<file path="src/rtl/fadds_pcpi_ctrl.sv">
// PCPI front-end for a combinational single-precision FP adder: decodes the
// custom FP-add instructions, holds the adder operands and returns results.
//
// state | meaning
// ------+-------------------------------------------------------------
// IDLE  | waiting for a claimed instruction on the PCPI bus
// EXEC  | adder inputs held, counting down the settle time
// DONE  | one-cycle ready/wr strobe with the result on pcpi_rd
// GAP   | dead cycle while the core retires; pcpi_valid ignored
module fadds_pcpi_ctrl #(
    parameter int unsigned ADD_LATENCY = 1,
    parameter logic [6:0]  OPCODE      = 7'b0001011
) (
    input  logic        clk,
    input  logic        resetn,
    input  logic        pcpi_valid,
    input  logic [31:0] pcpi_insn,
    input  logic [31:0] pcpi_rs1,
    input  logic [31:0] pcpi_rs2,
    output logic        pcpi_wr,
    output logic [31:0] pcpi_rd,
    output logic        pcpi_wait,
    output logic        pcpi_ready,
    output logic [31:0] add_a,
    output logic [31:0] add_b,
    input  logic [31:0] add_y
);

    typedef enum logic [1:0] {IDLE, EXEC, DONE, GAP} state_t;

    localparam logic [1:0] OP_FADDS  = 2'd0;
    localparam logic [1:0] OP_FACC   = 2'd1;
    localparam logic [1:0] OP_FACCRD = 2'd2;
    localparam logic [3:0] LAT       = 4'(ADD_LATENCY);

    state_t      state, state_nxt;
    logic [1:0]  op, op_nxt;
    logic [3:0]  cnt, cnt_nxt;
    logic [31:0] acc, acc_nxt;
    logic [31:0] rd_nxt, a_nxt, b_nxt;
    logic        wait_nxt, ready_nxt, wr_nxt;
    logic        hit;
    logic [1:0]  op_dec;

    // funct7 of 0x00..0x02 maps directly onto the op code
    always_comb begin
        hit    = 1'b0;
        op_dec = OP_FADDS;
        if (pcpi_insn[6:0] == OPCODE && pcpi_insn[14:12] == 3'b000 &&
            pcpi_insn[31:27] == 5'b00000 && pcpi_insn[26:25] != 2'b11) begin
            hit    = 1'b1;
            op_dec = pcpi_insn[26:25];
        end
    end

    always_comb begin
        state_nxt = state;
        op_nxt    = op;
        cnt_nxt   = cnt;
        acc_nxt   = acc;
        rd_nxt    = pcpi_rd;
        a_nxt     = add_a;
        b_nxt     = add_b;
        wait_nxt  = pcpi_wait;
        ready_nxt = 1'b0;
        wr_nxt    = 1'b0;
        case (state)
            IDLE: begin
                if (pcpi_valid && hit) begin
                    op_nxt    = op_dec;
                    cnt_nxt   = LAT;
                    wait_nxt  = 1'b1;
                    state_nxt = EXEC;
                    case (op_dec)
                        OP_FACC: begin
                            a_nxt = acc;
                            b_nxt = pcpi_rs1;
                        end
                        OP_FACCRD: begin
                            a_nxt = add_a;
                            b_nxt = add_b;
                        end
                        default: begin
                            a_nxt = pcpi_rs1;
                            b_nxt = pcpi_rs2;
                        end
                    endcase
                end
            end
            EXEC: begin
                if (!pcpi_valid) begin
                    // core gave up on the instruction: drop it silently
                    wait_nxt  = 1'b0;
                    cnt_nxt   = '0;
                    state_nxt = IDLE;
                end else begin
                    cnt_nxt = cnt - 4'd1;
                    if (cnt == 4'd1) begin
                        rd_nxt = (op == OP_FACCRD) ? acc : add_y;
                        if (op == OP_FACC)
                            acc_nxt = add_y;
                        else if (op == OP_FACCRD)
                            acc_nxt = '0;
                        wait_nxt  = 1'b0;
                        ready_nxt = 1'b1;
                        wr_nxt    = 1'b1;
                        state_nxt = DONE;
                    end
                end
            end
            DONE:    state_nxt = GAP;
            GAP:     state_nxt = IDLE;
            default: state_nxt = IDLE;
        endcase
    end

    always_ff @(posedge clk or negedge resetn) begin
        if (!resetn) begin
            state      <= IDLE;
            op         <= OP_FADDS;
            cnt        <= '0;
            acc        <= '0;
            pcpi_rd    <= '0;
            add_a      <= '0;
            add_b      <= '0;
            pcpi_wait  <= 1'b0;
            pcpi_ready <= 1'b0;
            pcpi_wr    <= 1'b0;
        end else begin
            state      <= state_nxt;
            op         <= op_nxt;
            cnt        <= cnt_nxt;
            acc        <= acc_nxt;
            pcpi_rd    <= rd_nxt;
            add_a      <= a_nxt;
            add_b      <= b_nxt;
            pcpi_wait  <= wait_nxt;
            pcpi_ready <= ready_nxt;
            pcpi_wr    <= wr_nxt;
        end
    end

endmodule

</file>
<file path="config.mk">
export PLATFORM = sky130hd
export DESIGN_NAME = fadds_pcpi_ctrl
export DESIGN_NICKNAME = d
export VERILOG_FILES = /design/src/rtl/fadds_pcpi_ctrl.sv
export SDC_FILE = /design/constraint.sdc
export NUM_CORES = 1
export LEC_CHECK = 0
export ABC_AREA = 1
export BUFFER_PORTS_ARGS = -buffer_cell sky130_fd_sc_hd__buf_2
export CORE_MARGIN = 10
export CORE_UTILIZATION = 55
export CTS_BUF_LIST = sky130_fd_sc_hd__clkbuf_16
export DETAILED_ROUTE_END_ITERATION = 6
export PLACE_DENSITY = 0.86
export SETUP_SLACK_MARGIN = 0.4
export SLEW_MARGIN = 20
export SYNTH_ARGS = -nofsm -noshare
export SYNTH_HDL_FRONTEND = slang
export SYNTH_SLANG_ARGS = --single-unit
</file>
<file path="constraint.sdc">
create_clock -name clk -period 4.45 [get_ports clk]
set_input_delay 0.6675 -clock clk [delete_from_list [all_inputs] [get_ports clk]]
set_output_delay 0.6675 -clock clk [all_outputs]
set_load 0.01 [all_outputs]
</file>
Word level (Yosys, flattened, before mapping)

Cells that the tools add are included.
W data, S select, Z words.

Register bits: 138
Input port bits: 131
Output and inout port bits: 99
Word-level logic and storage cells: 60

Add/sub/neg operators: 1
Equality and inequality tests: 12
Mux-type cells: 21
Bitwise logic cells: 1
Reductions and logical operators: 16

Operator list:

| cell                  | number |
|---|---|
| $pmux W32 S2          | 2 |
| $mux W32              | 3 |
| $reduce_and A3 Y1     | 3 |
| $eq A2 B2 Y1 const B  | 4 |
| $mux W2               | 4 |
| $mux W4               | 2 |
| $pmux W2 S4           | 1 |
| $pmux W4 S2           | 1 |
| $eq A7 B4 Y1 const B  | 1 |
| $mux W1               | 7 |
| $eq A2 B1 Y1 const B  | 3 |
| $reduce_and A2 Y1     | 3 |
| $logic_not A5 Y1      | 1 |
| $eq A4 B1 Y1 const B  | 1 |
| $logic_and A1 B1 Y1   | 4 |
| $ne A2 B2 Y1 const B  | 2 |
| $reduce_and A4 Y1     | 1 |
| $reduce_bool A2 Y1    | 2 |
| $sub A4 B1 Y4 const B | 1 |
| $logic_not A3 Y1      | 1 |
| $ne A3 B3 Y1 const B  | 1 |
| $logic_not A2 Y1      | 1 |
| $pmux W1 S2           | 1 |
| $not A1 Y1            | 1 |

Longest topological paths before layout

Gate-level depths: netlist of run 1.

Word-level depth: 8
Mapped depth: 10
Depth with buffers taken out: 9

Least setup slack after synthesis of run 1

Ideal clock, no wire load.

Path type: input-to-reg
From: input pcpi_insn[13]
To: register add_a[0]
Setup time: 117 ps
Data arrival time: 1741 ps
Required time: 4333 ps
Slack: 2592 ps
Cell stages on the path: 8
Buffers on the path: 1
Cells stage by stage: nor2_1 -> nor3b_4 -> nand2_1 -> nor2_1 -> nor2_8 -> buf_12 -> nand3_2 -> nand2_1

Word-level cells in the longest chain between the ends: 8
Elaborated cells on any way between the ends: 12
Classes of those cells: eq/ne: 2; mux: 3; bitwise: 1; reduce/logical: 6

Ends and longest elaborated chain:

| item                                  | line | source |
|---|---|---|
| start: declaration                    | 17   | `input logic [31:0] pcpi_insn,` |
| $logic_not A3 Y1 (*)                  | 49   | `if (pcpi_insn[6:0] == OPCODE && pcpi_insn[14:12] == 3'b000 &&` |
| $logic_and A1 B1 Y1 (*) (2 in series) | 49   |  |
| $logic_and A1 B1 Y1 (*)               | 50   | `pcpi_insn[31:27] == 5'b00000 && pcpi_insn[26:25] != 2'b11) begin` |
| $mux W2                               | 49   |  |
| $eq A2 B2 Y1                          | 74   | `case (op_dec)` |
| $not A1 Y1 (no source line)           | --   |  |
| $reduce_and A3 Y1 (no source line)    | --   |  |
| end signal: assignment                | 135  | `add_a <= a_nxt;` |
| end: declaration                      | 24   | `output logic [31:0] add_a,` |

Every way passes the cells marked *; elsewhere a longest branch is shown, timed or not.
A chain may end at the register's enable or synchronous reset.

Final worst setup path of run 1

From: input pcpi_insn[25]
To: register add_b[11]

Word-level cells in the longest chain between the ends: 6
Elaborated cells on any way between the ends: 10
Classes of those cells: eq/ne: 3; mux: 3; bitwise: 1; reduce/logical: 3

Ends and longest elaborated chain:

| item                               | line | source |
|---|---|---|
| $ne A2 B2 Y1                       | 50   |  |
| $logic_and A1 B1 Y1                | 50   |  |
| $mux W2                            | 49   |  |
| $eq A2 B2 Y1                       | 74   |  |
| $not A1 Y1 (no source line)        | --   |  |
| $reduce_and A3 Y1 (no source line) | --   |  |
| end signal: assignment             | 136  | `add_b <= b_nxt;` |
| end: declaration                   | 25   | `output logic [31:0] add_b,` |

Parallel ways exist; a longest one is shown, timed or not.

==> results.md, run 1 <==
* Avg Inst Size Synth at roughly 8.1 µm²
* Min cycle time layout at 2330 ps
* Max-Cap Viols at 0
* Initial Utilization at 55.8%
* Largest area contributor in the netlist: dfrtp_1
* Htree depth at 4
* R2R Setup Slk at about 2300 ps
* Post-CTS Setup Bufs at 0
* Gate power share at under 10%
* Core Rows at 41
* Gpl congestion at 0.826
* Maximum root-to-sink buffer count at 2
* Fin. Hold Viols at 0
* Slew HR at a little under a third
* Worst-Skew Late Latency at between 400 and 500 ps
* FF+latch count, synth at around 140
* First-pass detailed-route iteration total at 5
* Ranking of synthesized cells by area: dfrtp_1 49%, nand2_1 18%, nand3_2 8.9%
* Power Density at 307 mW/mm²
* Mean routed wirelength per cell at between 15 and 20 µm
* Worst Path Arrival at around 2600 ps
* Gate Count Post-Synth at 861
* CP required at ~4800 ps
* Via count at 6327
* Critical path fanouts, max at 64
* Final period util at between 50 and 60%
* Port buffer count at ~210
* Vias in the first global route at approximately 6400
* Initial antenna violation count at 2
* Busiest grt layer: met2
* RSZ-0062 raised after global routing: false
* Met2 Usage GRT at 35.1%
* Crit. End Element: flop
* CTS Root Cell: clkbuf_16
* Post-CTS Resized at 0
* Maximum vdd ir drop at a little over 0.2 mV
* Most common cell in the netlist: nand2_1
* Setup-failing EPs final at 0
* Switching share of power at 22.2%
* Clk slew on worst S/H paths at 60 ps
* Sequential area share after synthesis at just under 50%
* Syn_nets at 996
* Via density at ~5.1
* Share of cells above drive strength 1 at between 30% and 40%
* Sink Count at about 140
* Min-delay worst type: input pin to asynchronous set/reset pin
* CTS buffer count at 17
* Die Ht at roughly 130 µm
* Clock Power Share at between 40% and 50%
* P&R area growth vs syn at 23.0%
* Die X at between 100 and 150 µm
* DP HPWL at 13400 µm
* LEAKAGE at 4.91 nW
* Area post-placement at between 0.008 and 0.009 mm²
* FF-to-FF path depth at 6
* Slew Viols, Final at 0
* Global routing met3 resource utilization at just under 7%
* Post-Synthesis Cell Area at 0.00701 mm²
* Gr usage total at approximately 22%
* Drt total wl at 19500 µm
* Cts hold-fix bufs at 0
* DRC viols at 0
* Clock Skew at around 7.4 ps
* Fmax achieved at 0.429 GHz
* Primary FF master, synth: dfrtp_1
* Count of different cell masters after synthesis at 27
* Synth warnings at 0
* Post-synth top cells: 332 x nand2_1, 138 x dfrtp_1, 110 x inv_1, 98 x o21ai_0, 62 x nand3_2
* CTS tree: done
* Pin count of the biggest net entering global routing at 76
* Post-layout util at 68.6%
* Switching power total at around 0.59 mW
* IO Pins at 230
* EDFF count, synth at 0
* Nets at 1188
* Sum of negative setup slack at 0 ps
* Sequential power share at between 40% and 50%
* Async SR Flop Fraction at 100%
* Number of antenna-violating nets in the routed design at 0
* Outcome: completed
* First-pass GRT wire length at roughly 32000 µm
* FF-to-FF Start: state[0]
* Cell area after layout at about 0.0086 mm²
* Total core area at about 0.013 mm²
* First-iteration detailed-routing DRC count at 442
* Critical path type: input pin to flop
* Die area at 0.0177 mm²
* Crit start category: input pin
* R2R Path End: add_a[30]
* Global route overflow at 0
* Worst Tran Pin Value at ~1000 ps
* Power Internal at roughly 2 mW
* Met1 Use GR at between 20 and 30%
* Top cell type's share of synthesized area at just under 50%
[critical path, stage by stage]
cell	delay, ps
buf_2	120
nand2_1	90
nand3_2	100
nor2_4	180
nand2_1	100
inv_1	130
nand4_4	790
nand2_1	330
nand2_1	100
[state kept, by name, summed over array words and instances, names as in the netlist, named ones only]
name        count
cnt             4
acc            32
add_b          32
pcpi_ready      1
state           1
pcpi_wait       1
pcpi_rd        32
add_a          32
op              2
[power groups by stage]
stage | registers, mW | clock network (mW) | logic (mW)
2_1_floorplan | 1.28 | 0 | 0.0466
3_3_place_gp | 1.28 | 0 | 0.134
3_5_place_dp | 1.28 | 0 | 0.136
4_1_cts | 1.26 | 1.27 | 0.138
5_1_grt | 1.26 | 1.33 | 0.156
6_report | 1.26 | 1.25 | 0.136
[cell type report]
| class | count | area, µm² |
|---|---|---|
| Sequential cell | 138 | 3450 |
| Clock inverter | 14 | 91.3 |
| Clock buffer | 17 | 425 |
| Tap cell | 172 | 215 |
| Antenna cell | 1 | 2.50 |
| Timing Repair Buffer | 222 | 1160 |
| Multi-Input combinational cell | 562 | 2860 |
| Inverter | 112 | 422 |
| Fill cell | 987 | 3940 |
[layout by cell type, fill, tap and decap left out, types with 3 or more instances in the layout]
cell / instances
nand2_1: 332
buf_2: 213
dfrtp_1: 138
inv_1: 112
o21ai_0: 98
nand3_2: 63
nand3_1: 39
clkbuf_16: 17
nor2_1: 7
buf_4: 7
clkinv_2: 5
clkinv_1: 5
nor2_4: 3
nand4_4: 3
nor2_2: 3
ha_1: 3
[logic make-up after synthesis]
family	synth area share, %
xor gates and xnor gates	0.250
DFF	49.3
adders and majority gates	0.714
AOI/OAI and AO/OA	7.51
buffers and inverters	10.5
and+or+nand+nor	31.8
[per-stage QoR]
step                total power [mW]  hold WS [ps]  cells  worst slack [ps]
floorplan                       1.33           372    861              2590
global placement                1.41           454   1205              1770
detailed placement              1.42           459   1205              1740
CTS                             2.66           301   1236              2120
global route                    2.74           335   1237              1930
finish                          2.65           265   1238              2120
[how the worst max path moves through the flow]
| stage | startpoint | end | slack (ps) | depth (start not counted) |
|---|---|---|---|---|
| floorplan | pcpi_insn[13] | add_a[0] | 2590 | 8 |
| global placement | pcpi_insn[25] | add_a[25] | 1770 | 9 |
| detailed placement | pcpi_insn[25] | add_a[5] | 1740 | 9 |
| CTS | pcpi_insn[25] | add_b[4] | 2120 | 9 |
| global route | pcpi_insn[3] | add_b[4] | 1930 | 10 |
| finish | pcpi_insn[25] | add_b[11] | 2120 | 9 |
[metal layers]
| layer | routed length (µm) | vias up |
|---|---|---|
| li1 | - | 3064 |
| met1 | 8070 | 2980 |
| met2 | 9360 | 231 |
| met3 | 1460 | 50 |
| met4 | 577 | 2 |
| met5 | 11 | - |
Note: power is estimated with default switching activity, not from simulation.
==> run 2: changes to the inputs <==
- ABC_AREA: 1 -> 0
- CORE_UTILIZATION: 55 -> 46
- PLACE_DENSITY: 0.86 -> 0.77
- clock period: 4.45 -> 1.95 ns (I/O delays scaled with it)
==> run 2 against run 1 <==
The flow now finishes with violations (negative setup slack); sequential power rose by 130%; non-clock buffer count rose by 71; first-iteration DRC count rose by 65%; critical path depth fell by 1; cell count fell by 6.8%; area after synthesis fell by 3.9%; worst setup slack got worse by 2200 ps; register-to-register slack got worse by 2300 ps; die area rose by 13%; combinational power rose to 2.7 times the previous value; sequential share of layout area fell by 6.6 points; via count rose by 13%; highest routed layer unchanged.
==> results.md, run 2 <==
* Gpl congestion at roughly 0.9
* FF+latch count, synth at 138
* Switching power total at 1.45 mW
* Setup-failing EPs final at 61
* Maximum vdd ir drop at slightly below 0.6 mV
* Maximum root-to-sink buffer count at 2
* N_diodes at 0
* Drt total wl at around 26000 µm
* RSZ-0062 raised after global routing: true
* First-pass GRT wire length at between 30000 and 40000 µm
* Most frequent cells in the layout: 213 x buf_2, 138 x dfrtp_1, 101 x o21ai_1
* Critical path type: flop to flop
* Via density at 6.19
* Post-synth top cells: 138 x dfrtp_1, 105 x nand2_1, 70 x o21ai_1, 65 x a21oi_1, 65 x a31oi_1
* First-pass detailed-route iteration total at 5
* Share of cells above drive strength 1 at between 40% and 50%
* Most common cell in the netlist: dfrtp_1
* Sequential power share at 43.6%
* Final period util at 102%
* Gate Count Post-Synth at roughly 730
* Crit. End Element: flop
* Nets at about 1100
* Fin. Hold Viols at 0
* Fillers at 1021
* CTS Root Cell: clkbuf_16
* Slew HR at between 50 and 60%
* Post-Synthesis Cell Area at 0.00674 mm²
* Worst-Skew Late Latency at between 400 and 500 ps
* Critical path fanouts, max at 8
* Primary FF master, synth: dfrtp_1
* Worst Tran Pin Value at slightly above 700 ps
* LEAKAGE at ~4.5 nW
* Min-delay worst type: input pin to flop
* Sequential area share after synthesis at roughly half
* Fmax achieved at between 0.5 and 0.6 GHz
* Slew Viols, Final at 0
* Worst Path Arrival at roughly 2300 ps
* Count of different cell masters after synthesis at 35
* Worst setup margin at -45.4 ps
* Placed cells at between 1000 and 1500
* Failing checks: negative setup slack
* DP HPWL at between 15000 and 20000 µm
* Total core area at around 0.014 mm²
* Area post-placement at 0.00820 mm²
* Die X at about 140 µm
* DRC viols at 0
* Initial antenna violation count at 1
* Min cycle time layout at between 1500 and 2000 ps
* Syn_nets at ~860
* IO Pins at between 200 and 250
* Synth warnings at 0
* Top cell type's share of synthesized area at between 50% and 60%
* Avg Inst Size Synth at around 9.3 µm²
* P&R area growth vs syn at 53.1%
* Crit start category: flop
* CP required at roughly 2300 ps
* Gate power share at between 5 and 6%
* Core Rows at 44
* CTS tree: done
* EDFF count, synth at 0
* Overall power at roughly 6.6 mW
* Outcome: complete, but fails checks
* Hold_sp: add_y[23]
* Critical Path Source: cnt[1]
* Sink Count at about 140
* Async SR Flop Fraction at 100%
* Htree depth at 4
* Final Non-Filler Cells at 1154
* Clk slew on worst S/H paths at roughly 60 ps
* Die area at between 0.015 and 0.02 mm²
* Post-layout util at slightly above 70%
* Sum of negative setup slack at -1280 ps
* Power Density at between 600 and 700 mW/mm²
* Pin count of the biggest net entering global routing at 65
* FF-to-FF Start: cnt[1]
* Max-Cap Viols at 0
* Largest area contributor in the netlist: dfrtp_1
* Mean routed wirelength per cell at around 23 µm
* Global route overflow at 0
* Number of antenna-violating nets in the routed design at 0
* Cell area after layout at just over 0.01 mm²
* Initial Utilization at 46.7%
* CTS buffer count at 17
* Ranking of synthesized cells by area: dfrtp_1 51%, a31oi_1 6.0%, nand4_1 5.9%
* Clock Power Share at between 50 and 60%
* Via count at about 7100
* Die Ht at roughly 140 µm
* Most common cell after layout, fill and taps aside: buf_2
* Gr usage total at approximately a quarter
* DP Worst Slack at -175 ps
* Clock Skew at between 5 and 6 ps
* First-iteration detailed-routing DRC count at 729
* Port buffer count at 214
* Hold WS at 122 ps
* Vias in the first global route at about 6900
* Power Internal at roughly 5.1 mW
* Switching share of power at about 22%
-- run 2: changes by cell type in the layout (fill, tap and decap cells not counted), sizes merged, moves of 61 or more --
cell	delta
buf	+65
nand4	+61
inv	-106
a21oi	+63
nand2	-227
a31oi	+64
nand3	-100
-- run 2: worst paths after layout --
kind | end | slack [ps] | cells after the start
worst max-delay path | pcpi_rd[31] | -50 | 8
worst min-delay path | acc[23] | 120 | 3
worst max register to register | pcpi_rd[31] | -50 | 8
worst min register to register | pcpi_rd[15] | 500 | 2
max in group asynchronous | acc[27] | 880 | 3
min in group asynchronous | cnt[1] | 440 | 2
-- run 2: worst max-delay path, stage by stage (launching register included) --
cell and delay [ps]:
dfrtp_1 380, inv_2 80, ha_4 110, or3b_4 380, or3_4 480, buf_6 170, buf_16 160, nand2_2 50
o21ai_1 60
-- run 2: cell type report --
cell class / count / area, µm² / area share [%]
Clock buffer: 17 / 425 / 4.12
Inverter: 7 / 26.3 / 0.255
Sequential cell: 138 / 3450 / 33.5
Clock inverter: 14 / 180 / 1.75
Timing Repair Buffer: 293 / 2380 / 23.1
Multi-Input combinational cell: 501 / 3620 / 35.1
Tap cell: 184 / 230 / 2.23
-- run 2: power by group through the flow --
| stage | sequential, mW | combinational, mW | clock (mW) |
|---|---|---|---|
| 4_1_cts | 2.87 | 0.341 | 3.38 |
| 3_3_place_gp | 2.92 | 0.327 | 0 |
| 2_1_floorplan | 2.92 | 0.0866 | 0 |
| 6_report | 2.87 | 0.362 | 3.35 |
| 3_5_place_dp | 2.92 | 0.331 | 0 |
| 5_1_grt | 2.86 | 0.393 | 3.51 |
-- run 2: logic make-up (layout without fill, tap and decap cells) --
logic type,count (synthesis),in the layout,share of synthesized area (%)
simple gates,193,193,14.5
compound gates,268,268,21.4
mux,36,36,5.38
fa+ha+maj,4,4,0.743
buf+inv,87,331,6.78
flops,138,138,51.2
-- run 2: routing by layer --
metal  vias up  part of all wire (%)  track usage (%)
li1       3144                     -                -
met3        84                   9.2             6.85
met4         2                   4.0             10.4
met1      3494                    39             31.0
met2       418                    48             36.8
met5         -                 0.049                0
-- run 2: repair_timing --
| action | in CTS | in global routing |
|---|---|---|
| hold buffers | 1 | 0 |
| cloned | 14 | 7 |
| buffers inserted | 13 | 4 |
| setup endpoints to repair | 133 | 134 |
| endpoints found under the hold margin | 46 | 0 |
| gates resized for setup | 126 | 109 |
| pin swaps | 59 | 70 |
==> run 3: changes to the inputs <==
- ABC_AREA: 0 -> 1
==> run 3 against run 2 <==
The flow now finishes without violations; critical path depth grew 2; highest routed layer is now met4; wire length shrank 22%; worst setup slack gained 370 ps; global-route usage shrank 4.7 points; clock power shrank 2%; via count shrank 11%; core utilization shrank 11 points; register-to-register slack gained 370 ps; final area shrank 11%; fmax grew 23%; die area grew 3.4%.
==> results.md, run 3 (same netlist as run 1, synthesis figures left out) <==
* Outcome: completed
* Gr usage total at a little under 20%
* Via density at between 4 and 5
* Die area at just over 0.02 mm²
* Clk slew on worst S/H paths at 60 ps
* Critical Path Source: state[0]
* Sum of negative setup slack at 0 ps
* Placed cells at ~1200
* CTS Root Cell: clkbuf_16
* Vias in the first global route at between 6000 and 7000
* Min cycle time layout at ~1600 ps
* IO Pins at 230
* Sink Count at 138
* Overall power at ~6.5 mW
* Global route overflow at 0
* Setup-failing EPs final at 0
* Final period util at between 80% and 90%
* Cell family with most CP delay: simple AND/OR/NAND/NOR gates
* Die Ht at about 140 µm
* CTS tree: done
* Post-layout util at about three fifths
* LEAKAGE at 5.14 nW
* Worst-Skew Late Latency at between 400 and 500 ps
* Fillers at between 1000 and 1500
* Number of antenna-violating nets in the routed design at 0
* Crit. End Element: flop
* Initial Utilization at 46.5%
* First-pass detailed-route iteration total at 6
* FF-to-FF Start: state[0]
* Most frequent cells in the layout: 332 x nand2_1, 213 x buf_2, 138 x dfrtp_1
* First-pass GRT wire length at about 32000 µm
* Critical path type: flop to flop
* Met1 Use GR at between 20 and 25%
* Area occupied by multi-input gates at approximately 0.0029 mm²
* CTS buffer count at 17
* Max incr delay on CP at about 380 ps
* Final Non-Filler Cells at approximately 1300
* Met2 Usage GRT at around a third
* Register area at between 0.003 and 0.004 mm²
* Maximum vdd ir drop at 0.577 mV
* P&R area growth vs syn at 30.7%
* Gpl congestion at between 0.7 and 0.8
* Core Rows at 45
* Initial antenna violation count at 2
* Busiest grt layer: met2
* RSZ-0062 raised after global routing: true
* CP bufs+invs at 4
* Hold_sp: add_y[19]
* Fin. Hold Viols at 0
* Slew Viols, Final at 0
* Nets at between 1000 and 1500
* Port buffer count at around 210
* Max-Cap Viols at 0
* CP Cell Sequence: inv_2 -> nor2_2 -> inv_2 -> nor2_4 -> nand4_4 -> nor2_4 -> buf_12 -> clkbuf_16 -> nand3_1 -> o21ai_1
* Slew HR at between 60% and 70%
* Die X at ~140 µm
* Critical path fanouts, max at 7
* Htree depth at 4
* DRC viols at 0
* Global routing met3 resource utilization at under 10%
* Fmax achieved at ~0.6 GHz
* Via count at about 6300
* Slowest cell on the critical path: dfrtp_1
* Min-delay worst type: input pin to flop
* CP required at ~2300 ps
* Pin count of the biggest net entering global routing at 54
* Power Density at 708 mW/mm²
* Most common cell after layout, fill and taps aside: nand2_1
* Share of cells above drive strength 1 at between 30% and 40%
* First-iteration detailed-routing DRC count at about 370
* Drt total wl at between 20000 and 25000 µm
* Mean routed wirelength per cell at 16.1 µm
* Clock Skew at 10.2 ps
* Maximum root-to-sink buffer count at 2
* DP HPWL at around 14000 µm
* Worst Tran Pin Value at approximately 540 ps
* Total core area at roughly 0.015 mm²
* Crit start category: flop
* Worst Path Arrival at 1970 ps
==> run 3: stage by stage <==
| step | instance area [µm²] | setup slack, ps | hold slack [ps] |
|---|---|---|---|
| floorplan | 7010 | 467 | -3.09 |
| global placement | 8290 | 148 | 293 |
| detailed placement | 8290 | 126 | 298 |
| CTS | 8890 | 415 | 108 |
| global route | 9160 | 211 | 122 |
| finish | 9160 | 327 | 121 |
==> run 3: path summary, 6_finish.rpt <==
kind | end | slack, ps | depth (start not counted)
max in group asynchronous | add_a[24] | 950 | 3
worst max-delay path | acc[11] | 330 | 10
worst max register to register | acc[11] | 330 | 10
worst min register to register | pcpi_wait | 470 | 2
min in group asynchronous | add_b[31] | 410 | 2
worst min-delay path | acc[19] | 120 | 3
==> run 3: tightest hold or removal path: stages <==
cell and delay [ps]:
buf_2 90, nand3_1 60, o21ai_0 60
==> run 3: metal layers <==
layer / up-vias / share of wire [%]
met5: - / 0
met4: 0 / 1.1
met1: 3028 / 43
li1: 3111 / -
met3: 15 / 7.1
met2: 169 / 49
==> run 3: timing repair <==
action,CTS,global route
setup buffers,0,7
gates resized for setup,0,40
hold buffers,1,0
hold endpoints to repair,50,0
endpoints found under the setup margin,0,81
==> run 3: final cells by class <==
cell class              instances  share of cell area (%)
well taps                     188                    2.57
flip-flops and latches        138                    37.7
multi-input cells             562                    31.8
diodes                          2                  0.0546
clock inverters                15                    1.80
repair buffers                249                    16.9
inverters                     112                    4.59
clock buffers                  17                    4.64
==> run 3: power breakdown <==
| group | switching, mW | internal (mW) | total [mW] |
|---|---|---|---|
| sequential | 0.00262 | 2.87 | 2.87 |
| clock | 1.19 | 2.09 | 3.28 |
| combinational | 0.189 | 0.139 | 0.328 |
